### src/rtl/nonce_tx_queue_pkg.sv
// nonce_tx_queue_pkg: shared miner constants for the golden-nonce transmit path
// Contents:
//   tx_state_e  - 2-bit transmit handshake FSM encoding
//   WDOG_LIMIT  - cycles WAIT_BUSY waits for tx_busy before giving up
//   WDOG_W      - watchdog counter width
//   WDOG_LAST   - watchdog value on which the timeout fires
package nonce_tx_queue_pkg;
   typedef enum logic [1:0] {
      IDLE      = 2'd0,
      START     = 2'd1,
      WAIT_BUSY = 2'd2,
      WAIT_DONE = 2'd3
   } tx_state_e;
   localparam int WDOG_LIMIT = 8;
   localparam int WDOG_W = $clog2(WDOG_LIMIT);
   localparam logic [WDOG_W-1:0] WDOG_LAST = WDOG_W'(WDOG_LIMIT - 1);
endpackage

### src/rtl/sync_fifo.sv
// sync_fifo: circular FIFO with occupancy count and full/empty flags
// Ports:
//   clk, rst_n      - clock, asynchronous active-low reset (storage is not reset)
//   push_i, wdata_i - write request and data; ignored when full unless popping
//   pop_i, rdata_o  - read request and head-of-queue data
//   count_o         - occupancy, 0..DEPTH
//   full_o, empty_o - occupancy flags
module sync_fifo #(
   parameter int DEPTH = 4,
   parameter int W = 32
) (
   input  logic                     clk,
   input  logic                     rst_n,
   input  logic                     push_i,
   input  logic                     pop_i,
   input  logic [W-1:0]             wdata_i,
   output logic [W-1:0]             rdata_o,
   output logic [$clog2(DEPTH):0]   count_o,
   output logic                     full_o,
   output logic                     empty_o
);
   localparam int AW = $clog2(DEPTH);
   localparam int CW = AW + 1;
   logic [W-1:0] mem_q [DEPTH];
   logic [AW-1:0] wptr_q, rptr_q;
   logic [CW-1:0] count_q;
   logic do_push, do_pop;
   always_comb begin
      empty_o = count_q == '0;
      full_o = count_q == CW'(DEPTH);
      do_pop = pop_i && !empty_o;
      // a full FIFO still takes a write when the head leaves on the same edge
      do_push = push_i && (!full_o || do_pop);
      rdata_o = mem_q[rptr_q];
      count_o = count_q;
   end
   always_ff @(posedge clk or negedge rst_n) begin
      if (!rst_n) begin
         wptr_q <= '0;
         rptr_q <= '0;
         count_q <= '0;
      end else begin
         wptr_q <= wptr_q + AW'(do_push);
         rptr_q <= rptr_q + AW'(do_pop);
         count_q <= count_q + CW'(do_push) - CW'(do_pop);
      end
   end
   always_ff @(posedge clk) begin
      if (do_push) mem_q[wptr_q] <= wdata_i;
   end
endmodule

### src/rtl/nonce_tx_queue.sv
// nonce_tx_queue: queues golden nonces and hands them one at a time to the serial transmitter
// Ports:
//   clk, rst_n          - clock, asynchronous active-low reset
//   nonce_valid, nonce  - one-cycle strobe and value of a found nonce
//   tx_busy             - transmitter busy flag
//   tx_ready, word      - one-cycle start strobe and the word to send (held until next load)
//   count               - FIFO occupancy
//   overflow, ovf_clr   - sticky lost-nonce flag and its synchronous clear
module nonce_tx_queue
   import nonce_tx_queue_pkg::*;
#(
   parameter int DEPTH = 4,
   parameter int DEDUP = 1
) (
   input  logic                   clk,
   input  logic                   rst_n,
   input  logic                   nonce_valid,
   input  logic [31:0]            nonce,
   input  logic                   tx_busy,
   output logic                   tx_ready,
   output logic [31:0]            word,
   output logic [$clog2(DEPTH):0] count,
   output logic                   overflow,
   input  logic                   ovf_clr
);
   tx_state_e state_q;
   logic [WDOG_W-1:0] wd_q;
   logic tx_ready_q;
   logic [31:0] word_q, head, last_q, last_d;
   logic last_v_q, last_v_d, overflow_q, overflow_d;
   logic full, empty, dup, pop, push, lost;
   sync_fifo #(.DEPTH(DEPTH), .W(32)) u_fifo (
      .clk     (clk),
      .rst_n   (rst_n),
      .push_i  (push),
      .pop_i   (pop),
      .wdata_i (nonce),
      .rdata_o (head),
      .count_o (count),
      .full_o  (full),
      .empty_o (empty)
   );
   always_comb begin
      dup = (DEDUP != 0) && last_v_q && nonce == last_q;
      pop = state_q == IDLE && !empty && !tx_busy;
      push = nonce_valid && !dup && (!full || pop);
      lost = nonce_valid && !dup && full && !pop;
      // a nonce lost this cycle outranks a clear request
      overflow_d = lost || (overflow_q && !ovf_clr);
      last_d = push ? nonce : last_q;
      last_v_d = last_v_q || push;
   end
   always_ff @(posedge clk or negedge rst_n) begin
      if (!rst_n) begin
         last_q <= '0;
         last_v_q <= 1'b0;
         overflow_q <= 1'b0;
      end else begin
         last_q <= last_d;
         last_v_q <= last_v_d;
         overflow_q <= overflow_d;
      end
   end
   always_ff @(posedge clk or negedge rst_n) begin
      if (!rst_n) begin
         state_q <= IDLE;
         tx_ready_q <= 1'b0;
         word_q <= '0;
         wd_q <= '0;
      end else begin
         tx_ready_q <= 1'b0;
         case (state_q)
            IDLE: if (pop) begin
               state_q <= START;
               tx_ready_q <= 1'b1;
               word_q <= head;
            end
            START: begin
               state_q <= WAIT_BUSY;
               wd_q <= '0;
            end
            // give up on a transmitter that never acknowledges the start strobe
            WAIT_BUSY: if (tx_busy) state_q <= WAIT_DONE;
               else if (wd_q == WDOG_LAST) state_q <= IDLE;
               else wd_q <= wd_q + 1'b1;
            WAIT_DONE: if (!tx_busy) state_q <= IDLE;
            default: state_q <= IDLE;
         endcase
      end
   end
   assign tx_ready = tx_ready_q;
   assign word = word_q;
   assign overflow = overflow_q;
endmodule

### config.mk
export PLATFORM = sky130hd
export DESIGN_NAME = nonce_tx_queue
export DESIGN_NICKNAME = d
export VERILOG_FILES = /design/src/rtl/nonce_tx_queue_pkg.sv /design/src/rtl/sync_fifo.sv /design/src/rtl/nonce_tx_queue.sv
export SDC_FILE = /design/constraint.sdc
export NUM_CORES = 1
export LEC_CHECK = 0
export CAP_MARGIN = 0
export CORE_ASPECT_RATIO = 1.5
export CORE_MARGIN = 1.5
export CORE_UTILIZATION = 45
export CTS_CLUSTER_DIAMETER = 50
export CTS_CLUSTER_SIZE = 24
export DETAILED_ROUTE_END_ITERATION = 10
export GPL_ROUTABILITY_DRIVEN = 0
export SYNTH_ARGS = -nofsm -noshare
export SYNTH_HDL_FRONTEND = slang
export SYNTH_HIERARCHICAL = 1
export SYNTH_SLANG_ARGS = --single-unit
### constraint.sdc
create_clock -name clk -period 6.9 [get_ports clk]
set_input_delay 2.07 -clock clk [delete_from_list [all_inputs] [get_ports clk]]
set_output_delay 2.07 -clock clk [all_outputs]
set_load 0.03 [all_outputs]
======== Yosys cells after proc, flatten, opt, wreduce, memory -nomap -nowiden ========
Memories as Yosys holds them, arrays and structs flattened. A register that Yosys moved wholly into a read port is not among the register bits.
Index checks and enable logic that the tools add are counted.
Widths: inputs -> output; s select.
storage, ports and cells
  bits in writable memories ............... 128
  output and inout port bits .............. 37
  flip-flop bits (word level) ............. 47
  memories ................................ 1
  bits of input ports ..................... 37
  logic and storage cells ................. 65
memories
  name          depth  width  rd ports  clocked after Yosys merged registers in  write ports  line             source
  u_fifo.mem_q  4      32     1         1                                        1            sync_fifo.sv:24  logic [W-1:0] mem_q [DEPTH];
cells by class
  reductions and logical operators ........ 27
  $add $sub $neg .......................... 5
  eq/ne operators ......................... 11
  multiplexer cells ....................... 12
operators with widths
  cell                 number
  $eq 32x32->1         1
  $logic_and 1x1->1    10
  $mux 2               4
  $pmux 2 s4           1
  $logic_not 1->1      7
  $eq 3x3->1 const B   2
  $mux 3               2
  $ne 2x2->1 const B   3
  $pmux 3 s2           1
  $reduce_and 3->1     2
  $add 2x1->2          2
  $eq 2x2->1 const B   2
  $logic_or 1x1->1     4
  $mux 1               4
  $add 3x1->3          1
  $add 3x1->3 const B  1
  $logic_not 3->1      1
  $ne 3x3->1 const B   1
  $sub 3x1->3          1
  $eq 2x1->1 const B   1
  $logic_not 2->1      1
  $ne 2x1->1 const B   1
  $reduce_and 2->1     1
  $reduce_bool 2->1    1

======== Longest topological paths before layout ========
Gate-level depths: netlist (run 1).
  word-level depth ........................ 9
  gate-level depth with buffers ........... 12
  mapped depth without buffers ............ 11

======== By module ========
The synthesis (run 1) kept the hierarchy.
by module, submodules not included
  module          times used  cells each  seq. area each (sq um)  area each (sq um)
  sync_fifo       1           199         4018.9                  5052.3
  nonce_tx_queue  1           213         1801.7                  3245.6

======== Least setup slack after synthesis (run 1) ========
Ideal clock, no wire load.
  path kind ............................... input-to-reg
  start point ............................. input tx_busy
  end point ............................... memory u_fifo.mem_q[1][0], enable pin
  data required time ...................... 6.432 ns
  arrival ................................. 5.672 ns
  setup slack ............................. 0.760 ns
  stages on the path ...................... 6
  library setup time ...................... 0.468 ns
  buffers on the path ..................... 1
  cells stage by stage .................... nor4_4 -> o21ai_2 -> a31oi_4 -> buf_6 -> o41ai_4 -> nor3b_1
between the ends
  word-level cells in the longest chain between the ends .. 7
  elaborated cells between the ends (all ways) .. 9
  classes of those cells .................. 2 x mux; 7 x reduce/logical
RTL lines
  element                       line                  source
  from (decl)                   nonce_tx_queue.sv:19  input logic tx_busy,
  $logic_not 1->1               --
  $logic_and 1x1->1             nonce_tx_queue.sv:45  pop = state_q == IDLE && !empty && !tx_busy;
  $logic_or 1x1->1              nonce_tx_queue.sv:46  push = nonce_valid && !dup && (!full || pop);
  $logic_and 1x1->1             nonce_tx_queue.sv:46
  named net push                nonce_tx_queue.sv:31  logic full, empty, dup, pop, push, lost;
  $logic_and 1x1->1             sync_fifo.sv:33       do_push = push_i && (!full_o || do_pop);
  $mux 1                        sync_fifo.sv:49       if (do_push) mem_q[wptr_q] <= wdata_i;
  $mux 1 (not written as such)  sync_fifo.sv:49
  to (decl)                     sync_fifo.sv:24
The timed path passes the listed nets, and every way through them passes these cells.

======== Worst setup path after layout (run 1) ========
  start point ............................. input nonce[12]
  end point ............................... register u_fifo.count_q[2] (netlist: u_fifo/count_o[2])
between the ends
  word-level cells in the longest chain between the ends .. 8
RTL lines
  element                          line                  source
  from (decl)                      nonce_tx_queue.sv:18  input logic [31:0] nonce,
  $eq 32x32->1                     nonce_tx_queue.sv:44  dup = (DEDUP != 0) && last_v_q && nonce == last_q;
  $logic_and 1x1->1                nonce_tx_queue.sv:44
  $logic_not 1->1                  nonce_tx_queue.sv:46
  $logic_and 1x1->1 (2 in series)  nonce_tx_queue.sv:46
  $logic_and 1x1->1                sync_fifo.sv:33
  $add 3x1->3                      sync_fifo.sv:45       count_q <= count_q + CW'(do_push) - CW'(do_pop);
  $sub 3x1->3                      sync_fifo.sv:45
  to (signal assigned)             sync_fifo.sv:45
  to (decl)                        sync_fifo.sv:26       logic [CW-1:0] count_q;
No other way between the ends.
A chain may end at the register's enable or synchronous reset.

==> impl_metrics.toml, run 1 <==
[setup_path]
crit_top_cell = "sky130_fd_sc_hd__xnor2_1"
worst-r2r-setup-slack_ns = 3.44
cp-end-kind = "flip-flop"
required_ns = 7.29
crit_fanout = 16
critical_path_buf_inv_count = 1
critical_path_arrival_ns = 5.55
critical-path-max-stage-delay_ns = 0.70
critPathTopFamily = "simple AND/OR/NAND/NOR gates"
number_of_cells_on_the_worst_reg_to_reg_path = 7
regToRegEndpoint = "u_fifo/mem_q[0][1]"
worstSetupPathType = "input pin to flip-flop"
rr_startpoint = "u_fifo/count_o[1]"
cp_max_delay_cell = "sky130_fd_sc_hd__nor4_1"
worst_setup_path_start_kind = "input pin"
crit_path_cell_trace = "clkdlybuf4s50_1 -> xnor2_1 -> nand4_1 -> nor4_1 -> a31oi_4 -> or3b_4 -> o31ai_2 -> ha_1 -> fa_1 -> xnor2_1 -> xnor2_1"

[sta]
final_hold_viol_count = 0
final-max-slew-violation-count = 0
slew-limit-headroom = 0.222
worst_clock_skew_ns = 0.0190
setup-violations-final = 0
tightestPinTransition_ns = 1.16
fin_tns_setup_ns = 0
fin_crit_sh = 0.748
unrepaired_setup_endpoints_after_global_routing = "false"
max_fclk_mhz = 194
final_critical_path_setup_slack_ns = 1.74
final_period_minus_worst_setup_slack_ns = 5.16
timing.hold.ws_ns = 0.484

[floorplanning]
overall_die_width_um = 114
die_area_um2 = 19300
initial_utilization = 0.461
floorplan.core_area_um2 = 18000
fp-row-count = 60
die_y_um = 169
floorplan.io_pins = 74

[clock_tree]
clk_pin_slew_worst_paths_ns = 0.08
cts.repair.resized = 0
cts_root_buf = "sky130_fd_sc_hd__clkbuf_16"
cts-buffers-inserted = 15
cts_tree = "yes"
clock_tree.htree_level_count = 1
clk_sink_count = 207
clock_latency_ns = 0.47
cts_hold_repair.buffers = 0
clockBufferDepth = 3
post_cts_buffers = 0

[power]
post-layout-total-power_mw = 4.19
power.leakage_nw = 3.54
power.density_nw_per_um2 = 430
worst_ir_drop_vdd_mv = 0.282

[placement]
preCtsSetupSlack_ns = 1.21
placed_cells_incl_taps = 696
placed_area_um2 = 9250
port_buffers = 73
dp_hpwl_mm = 9.70

[hold_path]
cell_count_of_the_worst_hold_path = 1
path_category_of_the_worst_min_delay_check = "flip-flop to flip-flop"
worstHoldEndpoint = "last_v_q"
hold_path_startpoint = "last_v_q"

[finish]
final_layout_size_suffix_gt1_frac = 0.284
layoutNonFillerInstCount = 721
design_area_um2 = 9760
n_antenna_cell = 0
finish.utilization = 0.542
final_common_cell = "sky130_fd_sc_hd__edfxtp_1"
final_cell_mix = "128 x sky130_fd_sc_hd__edfxtp_1, 78 x sky130_fd_sc_hd__dfrtp_1, 72 x sky130_fd_sc_hd__clkdlybuf4s50_1"
fin_nets = 539
area_growth_pct = 17.6

[global_route]
antenna_found_initial = 0
overflow = 0
wire_length_of_the_first_global_routing_pass_mm = 24.6
global_route.usage.total = 0.167
grt_max_degree = 80
first_global_vias = 4265

[synthesis]
ys.warnings.count = 6
postSynthRegisterBits = 207
syn_avg_cell_area_um2 = 20.1
synth_sequential_area_ratio = 0.701
syn-num-nets = 455
number_of_instances_in_the_synthesized_netlist = 412
synthDistinctLibCells = 39
syn-cell-area_um2 = 8300

[drt]
firstDrtPassIters = 4
route.antenna.remaining_nets = 0
dr.first_iter.drc_count = 154
route.vias.total = 3891
drc = 0
routedWlPerCell_um = 21.3
viasPerCell = 5.40
detail_route.wirelength_mm = 15.3

[run]
drv_cap = 0

[run_status]
run_status = "finished, final reports clean"
-- power by group --
group	switching, mW	internal [mW]
clock	0.438	0.493
combinational	0.689	0.699
sequential	0.195	1.68
-- cells by family (layout without fill, tap and decap cells) --
logic type,count (synthesis),after routing,synth area share
AOI/OAI and AO/OA,14,14,0.0175
buffers and inverters,22,114,0.0205
xor gates and xnor gates,36,36,0.0380
muxes,97,97,0.189
DFF,207,207,0.701
adders and majority gates,6,6,0.00995
and+or+nand+nor,30,30,0.0235
-- flip-flops by register name, indices dropped and copies added (netlist names) --
| register | count |
|---|---|
| state_q | 2 |
| word | 32 |
| wd_q | 3 |
| u_fifo/mem_q | 128 |
| u_fifo/wptr_q | 2 |
| u_fifo/count_o | 3 |
| tx_ready | 1 |
| last_v_q | 1 |
| last_q | 32 |
| u_fifo/rptr_q | 2 |
| overflow | 1 |
-- synthesized netlist by cell type --
library cell	instances	share of area
sky130_fd_sc_hd__a21o_1	1	0.00091
sky130_fd_sc_hd__a21oi_1	2	0.0012
sky130_fd_sc_hd__a22o_1	5	0.0053
sky130_fd_sc_hd__a31oi_4	1	0.0026
sky130_fd_sc_hd__and3_1	1	0.00075
sky130_fd_sc_hd__and3_2	1	0.00091
sky130_fd_sc_hd__buf_12	3	0.0072
sky130_fd_sc_hd__buf_2	7	0.0042
sky130_fd_sc_hd__buf_6	4	0.0054
sky130_fd_sc_hd__clkbuf_1	2	0.00091
sky130_fd_sc_hd__dfrtp_1	79	0.24
sky130_fd_sc_hd__edfxtp_1	128	0.46
sky130_fd_sc_hd__fa_1	1	0.0024
sky130_fd_sc_hd__ha_1	5	0.0075
sky130_fd_sc_hd__inv_1	6	0.0027
sky130_fd_sc_hd__mux2_2	36	0.049
sky130_fd_sc_hd__mux2_4	29	0.052
sky130_fd_sc_hd__mux4_1	2	0.0063
sky130_fd_sc_hd__mux4_2	30	0.081
sky130_fd_sc_hd__nand2_1	1	0.00045
sky130_fd_sc_hd__nand2b_1	1	0.00075
sky130_fd_sc_hd__nand3_1	1	0.00060
sky130_fd_sc_hd__nand3b_1	1	0.00091
sky130_fd_sc_hd__nand4_1	6	0.0045
sky130_fd_sc_hd__nor2_1	5	0.0023
sky130_fd_sc_hd__nor2b_1	1	0.00075
sky130_fd_sc_hd__nor3_1	4	0.0024
sky130_fd_sc_hd__nor3_2	1	0.0012
sky130_fd_sc_hd__nor3b_1	2	0.0018
sky130_fd_sc_hd__nor4_1	3	0.0023
sky130_fd_sc_hd__nor4_4	1	0.0026
sky130_fd_sc_hd__o21a_1	1	0.00091
sky130_fd_sc_hd__o21ai_2	1	0.0011
sky130_fd_sc_hd__o22ai_1	1	0.00075
sky130_fd_sc_hd__o31ai_2	1	0.0015
sky130_fd_sc_hd__o41ai_4	1	0.0033
sky130_fd_sc_hd__or3b_4	1	0.0014
sky130_fd_sc_hd__xnor2_1	30	0.032
sky130_fd_sc_hd__xor2_1	6	0.0063
-- layout make-up --
cell class              count  area (um2)
repair buffers             83         803
inverters                   6        22.5
well taps                 217         272
flip-flops and latches    207        5820
fillers                  1444        8260
clock buffers              16         379
clock inverters             9         133
multi-input cells         183        2330
-- worst max path at each step --
| stage | startpoint | end | slack [ns] | cells after the start |
|---|---|---|---|---|
| 2_1_floorplan | tx_busy | u_fifo/mem_q[1][0] | 0.76 | 6 |
| 3_3_place_gp | nonce[12] | u_fifo/count_o[1] | 1.32 | 9 |
| 3_5_place_dp | nonce[12] | u_fifo/count_o[2] | 1.21 | 11 |
| 4_1_cts | nonce[12] | u_fifo/count_o[2] | 1.68 | 11 |
| 5_1_grt | nonce[12] | u_fifo/count_o[2] | 1.50 | 11 |
| 6_report | nonce[12] | u_fifo/count_o[2] | 1.74 | 11 |
-- routing by layer --
metal  track usage  up-vias  wire [um]
met5             0        -          0
met4        0.0370        0        221
met3        0.0207       18        519
met2         0.300       66       8180
met1         0.218     2041       6410
li1              -     1766          -
Note: power is estimated with default switching activity, not from simulation.
==> inputs of run 2 (changes only) <==
- PLACE_DENSITY: not set -> 0.67
- clock period: 6.9 -> 4.5 ns (I/O delays scaled with it)
==> impl_metrics.toml, run 2 (same netlist as run 1, synthesis figures left out) <==
[clock_tree]
cts_hold_repair.buffers = 0
clk_pin_slew_worst_paths_ns = 0.09
cts_root_buf = "sky130_fd_sc_hd__clkbuf_16"
clock_latency_ns = 0.48
clockBufferDepth = 3
cts_tree = "yes"
post_cts_buffers = 0
cts-buffers-inserted = 14
clock_tree.htree_level_count = 1
clk_sink_count = 207
cts.repair.resized = 0

[floorplanning]
die_y_um = 169
floorplan.core_area_um2 = 18000
die_area_um2 = 19300
overall_die_width_um = 114
fp-row-count = 60
floorplan.io_pins = 74
initial_utilization = 0.461

[run]
drv_cap = 0

[sta]
final_hold_viol_count = 0
final_period_minus_worst_setup_slack_ns = 3.71
fin_tns_setup_ns = 0
final-max-slew-violation-count = 0
slew-limit-headroom = 0.394
fin_crit_sh = 0.824
tightestPinTransition_ns = 0.909
max_fclk_mhz = 270
setup-violations-final = 0
unrepaired_setup_endpoints_after_global_routing = "false"
worst_clock_skew_ns = 0.0225

[global_route]
global_route.usage.total = 0.172
overflow = 0
wire_length_of_the_first_global_routing_pass_mm = 25.1
antenna_found_initial = 0
grt_max_degree = 69
first_global_vias = 4384

[setup_path]
number_of_cells_on_the_worst_reg_to_reg_path = 9
critical_path_arrival_ns = 4.05
worst-r2r-setup-slack_ns = 1.64
worstSetupPathType = "input pin to flip-flop"
crit_fanout = 38
regToRegEndpoint = "u_fifo/count_o[2]"
worst_setup_path_start_kind = "input pin"
cp-end-kind = "flip-flop"
rr_startpoint = "u_fifo/count_o[1]"
required_ns = 4.84

[placement]
dp_hpwl_mm = 10.2
port_buffers = 73
placed_cells_incl_taps = 702

[drt]
firstDrtPassIters = 4
detail_route.wirelength_mm = 15.8
dr.first_iter.drc_count = 212
routedWlPerCell_um = 21.7
route.antenna.remaining_nets = 0
drc = 0
viasPerCell = 5.44
route.vias.total = 3949

[hold_path]
cell_count_of_the_worst_hold_path = 1
path_category_of_the_worst_min_delay_check = "flip-flop to flip-flop"
worstHoldEndpoint = "last_v_q"
hold_path_startpoint = "last_v_q"

[power]
sequentialPowerShare = 0.457
p_int_mw = 4.32
post-layout-total-power_mw = 6.37
power.leakage_nw = 3.55
power.switching_fraction = 0.321
net-switching-power_mw = 2.04
power.combinational.fraction = 0.338
worst_ir_drop_vdd_mv = 0.301
power.density_nw_per_um2 = 652
clock_power_share = 0.205

[finish]
regArea_um2 = 5820
final_cell_mix = "128 x sky130_fd_sc_hd__edfxtp_1, 78 x sky130_fd_sc_hd__dfrtp_1, 72 x sky130_fd_sc_hd__clkdlybuf4s50_1"
n_antenna_cell = 0
regMostFlops = "u_fifo/mem_q"
layoutNonFillerInstCount = 726
largest_register_ffs = 128
area_growth_pct = 17.7
final_layout_size_suffix_gt1_frac = 0.287
area_of_combinational_cells_with_multiple_inputs_um2 = 2350
num-fill-cells = 1430
final_common_cell = "sky130_fd_sc_hd__edfxtp_1"
fin_nets = 544

[run_status]
run_status = "finished, final reports clean"
run 2: cell types whose count changed in the layout (fill, tap and decap cells not counted), sizes merged:
cell,delta
bufinv,-2
buf,+6
clkinv,-2
inv,-2
clkinvlp,+1
clkbuf,+4
run 2: power groups by stage:
stage	sequential, mW	combinational (mW)	clock, mW
after floorplan	3.15	1.24	0
after global placement	2.93	2.14	0
after detailed placement	2.96	2.18	0
after CTS	2.92	2.19	1.34
after global routing	2.99	2.29	1.40
final	2.91	2.15	1.30
run 2: metal layers:
layer | up-vias | share of wire | track usage
li1 | 1763 | - | -
met1 | 2090 | 0.41 | 0.216
met2 | 70 | 0.54 | 0.309
met3 | 26 | 0.031 | 0.0221
met4 | 0 | 0.025 | 0.0576
met5 | - | 0 | 0
run 2: worst max-delay path, cell delays in order:
cell and delay (ns):
sky130_fd_sc_hd__clkdlybuf4s50_1 0.56, sky130_fd_sc_hd__nor4_4 0.39, sky130_fd_sc_hd__buf_4 0.54, sky130_fd_sc_hd__or3b_4 0.47
sky130_fd_sc_hd__o31ai_2 0.07, sky130_fd_sc_hd__ha_1 0.21, sky130_fd_sc_hd__fa_1 0.44
run 2: metrics by stage:
stage | setup WS (ns) | utilization | instance area (um2) | hold slack (ns)
global placement | 0.276 | 0.517 | 9310 | 0.444
global route | 0.643 | 0.542 | 9770 | 0.495
floorplan | 0.152 | - | 8310 | 0.425
CTS | 0.772 | 0.542 | 9770 | 0.477
finish | 0.793 | 0.542 | 9770 | 0.476
detailed placement | 0.297 | 0.517 | 9310 | 0.454
run 2: worst max path at each step:
| stage | end | cells past startpoint | slack (ns) | from |
|---|---|---|---|---|
| floorplan | u_fifo/mem_q[3][0] | 6 | 0.15 | tx_busy |
| global placement | u_fifo/count_o[1] | 10 | 0.28 | nonce[3] |
| detailed placement | u_fifo/count_o[1] | 10 | 0.30 | nonce[3] |
| CTS | u_fifo/count_o[2] | 9 | 0.77 | tx_busy |
| global route | u_fifo/count_o[2] | 12 | 0.64 | nonce[12] |
| finish | u_fifo/count_o[1] | 7 | 0.79 | tx_busy |
run 2: cell type report:
type / instances / area share
multi-input combinational: 183 / 0.240
inverter: 6 / 0.00231
clock inverter: 4 / 0.00397
timing repair buffer: 89 / 0.0869
tap: 217 / 0.0278
clock buffer: 20 / 0.0424
sequential: 207 / 0.596
==> inputs of run 3 (changes only) <==
- PLACE_DENSITY: 0.67 -> not set
- clock period: 4.5 -> 3.7 ns (I/O delays scaled with it)
==> impl_metrics.toml, run 3 (same netlist as run 1, synthesis figures left out) <==
[placement]
preCtsSetupSlack_ns = -0.298
dp_hpwl_mm = 10.9
port_buffers = 73
placed_cells_incl_taps = 730

[finish]
final_cell_mix = "128 x sky130_fd_sc_hd__edfxtp_1, 78 x sky130_fd_sc_hd__dfrtp_1, 72 x sky130_fd_sc_hd__clkdlybuf4s50_1"
final_common_cell = "sky130_fd_sc_hd__edfxtp_1"
layoutNonFillerInstCount = 759
num-fill-cells = 1429
fin_nets = 574
largest_register_ffs = 128
regArea_um2 = 5820
finish.utilization = 0.564
regMostFlops = "u_fifo/mem_q"
final_layout_size_suffix_gt1_frac = 0.333
area_growth_pct = 22.5
area_of_combinational_cells_with_multiple_inputs_um2 = 2350

[hold_path]
hold_path_startpoint = "last_v_q"
path_category_of_the_worst_min_delay_check = "flip-flop to flip-flop"

[power]
worst_ir_drop_vdd_mv = 0.576
power.density_nw_per_um2 = 791
clock_power_share = 0.217
power.leakage_nw = 3.75
net-switching-power_mw = 2.60
power.switching_fraction = 0.323
power.combinational.fraction = 0.342
sequentialPowerShare = 0.441
post-layout-total-power_mw = 8.04
p_int_mw = 5.44

[clock_tree]
clockBufferDepth = 3
clk_sink_count = 207
cts_root_buf = "sky130_fd_sc_hd__clkbuf_16"
cts-buffers-inserted = 16
post_cts_buffers = 0
cts.repair.resized = 0
clock_tree.htree_level_count = 1
clock_latency_ns = 0.48
cts_hold_repair.buffers = 0
clk_pin_slew_worst_paths_ns = 0.08
cts_tree = "yes"

[run_status]
run_status = "finished, final reports clean"

[sta]
tightestPinTransition_ns = 1.01
worst_clock_skew_ns = 0.0198
fin_crit_sh = 0.961
final-max-slew-violation-count = 0
unrepaired_setup_endpoints_after_global_routing = "false"
max_fclk_mhz = 281
slew-limit-headroom = 0.325
final_period_minus_worst_setup_slack_ns = 3.56
final_hold_viol_count = 0
final_critical_path_setup_slack_ns = 0.143
setup-violations-final = 0
fin_tns_setup_ns = 0

[drt]
firstDrtPassIters = 5
viasPerCell = 5.36
detail_route.wirelength_mm = 16.5
route.vias.total = 4071
dr.first_iter.drc_count = 203
route.antenna.remaining_nets = 0
drc = 0
routedWlPerCell_um = 21.7

[setup_path]
required_ns = 4.10
critical-path-max-stage-delay_ns = 0.51
rr_startpoint = "last_q[12]"
critical_path_arrival_ns = 3.96
worst_setup_path_start_kind = "input pin"
cp-end-kind = "flip-flop"
worstSetupPathType = "input pin to flip-flop"
crit_path_start = "nonce[12]"
worst-r2r-setup-slack_ns = 0.92
crit_fanout = 6
cp_max_delay_cell = "sky130_fd_sc_hd__clkdlybuf4s50_1"
crit_top_cell = "sky130_fd_sc_hd__xnor2_1"
crit_path_cell_trace = "clkdlybuf4s50_1 -> xnor2_1 -> nand4_1 -> nor4_1 -> buf_4 -> a31oi_4 -> or3b_4 -> o31ai_2 -> ha_1 -> fa_1 -> xnor2_1 -> xnor2_1"

[run]
drv_cap = 0

[global_route]
overflow = 0
antenna_found_initial = 1
first_global_vias = 4377
global_route.usage.total = 0.178
wire_length_of_the_first_global_routing_pass_mm = 25.4
grt_max_degree = 54

[floorplanning]
initial_utilization = 0.461
overall_die_width_um = 114
die_y_um = 169
floorplan.io_pins = 74
fp-row-count = 60
die_area_um2 = 19300
floorplan.core_area_um2 = 18000
==> run 3: cell types whose count changed in the layout (fill, tap and decap cells not counted), moves of 2 or more <==
cell / delta
sky130_fd_sc_hd__buf_12: +9
sky130_fd_sc_hd__buf_4: +19
sky130_fd_sc_hd__clkbuf_1: -2
sky130_fd_sc_hd__clkbuf_16: +2
sky130_fd_sc_hd__clkbuf_8: -2
sky130_fd_sc_hd__clkinv_2: +2
==> run 3: final timing paths <==
kind / to / cells past startpoint
max: u_fifo/count_o[2] / 12
min: last_v_q / 1
max reg2reg: u_fifo/count_o[2] / 11
min reg2reg: last_v_q / 1
max in group asynchronous: word[1] / 2
min in group asynchronous: u_fifo/wptr_q[0] / 1
==> run 3: power groups by stage <==
stage	Clock [mW]	Sequential [mW]	Combinational, mW
after CTS	1.80	3.56	2.81
final	1.74	3.55	2.75
after detailed placement	0	3.61	2.80
after global placement	0	3.57	2.75
after floorplan	0	3.83	1.53
after global routing	1.88	3.63	2.92
==> run 3: area by class of cell <==
cell class | instances | share of cell area
diodes | 1 | 0.000246
clock buffers | 18 | 0.0422
clock inverters | 10 | 0.00997
inverters | 6 | 0.00221
multi-input cells | 183 | 0.231
flip-flops and latches | 207 | 0.573
well taps | 217 | 0.0267
repair buffers | 117 | 0.115
==> run 3: layer usage <==
metal  up-vias  GRT usage  part of all wire
li1       1842          -                 -
met1      2136      0.219              0.40
met2        76      0.328              0.54
met3        17     0.0268             0.039
met4         0     0.0429             0.017
met5         -          0                 0
==> run 3: critical path, delay by kind of cell <==
| family | cells | cell delay, ns |
|---|---|---|
| AO/OA/AOI/OAI | 2 | 0.17 |
| XOR/XNOR | 3 | 0.61 |
| adder cells (fa/ha/maj) | 2 | 0.43 |
| buffers and inverters | 2 | 0.70 |
| AND/OR/NAND/NOR | 3 | 0.94 |
==> run 3: through the flow <==
stage | area, um2 | hold slack (ns)
final | 10200 | 0.467
after global routing | 10200 | 0.511
after CTS | 10200 | 0.475
after detailed placement | 9640 | 0.454
after global placement | 9640 | 0.445
after floorplan | 8330 | 0.425
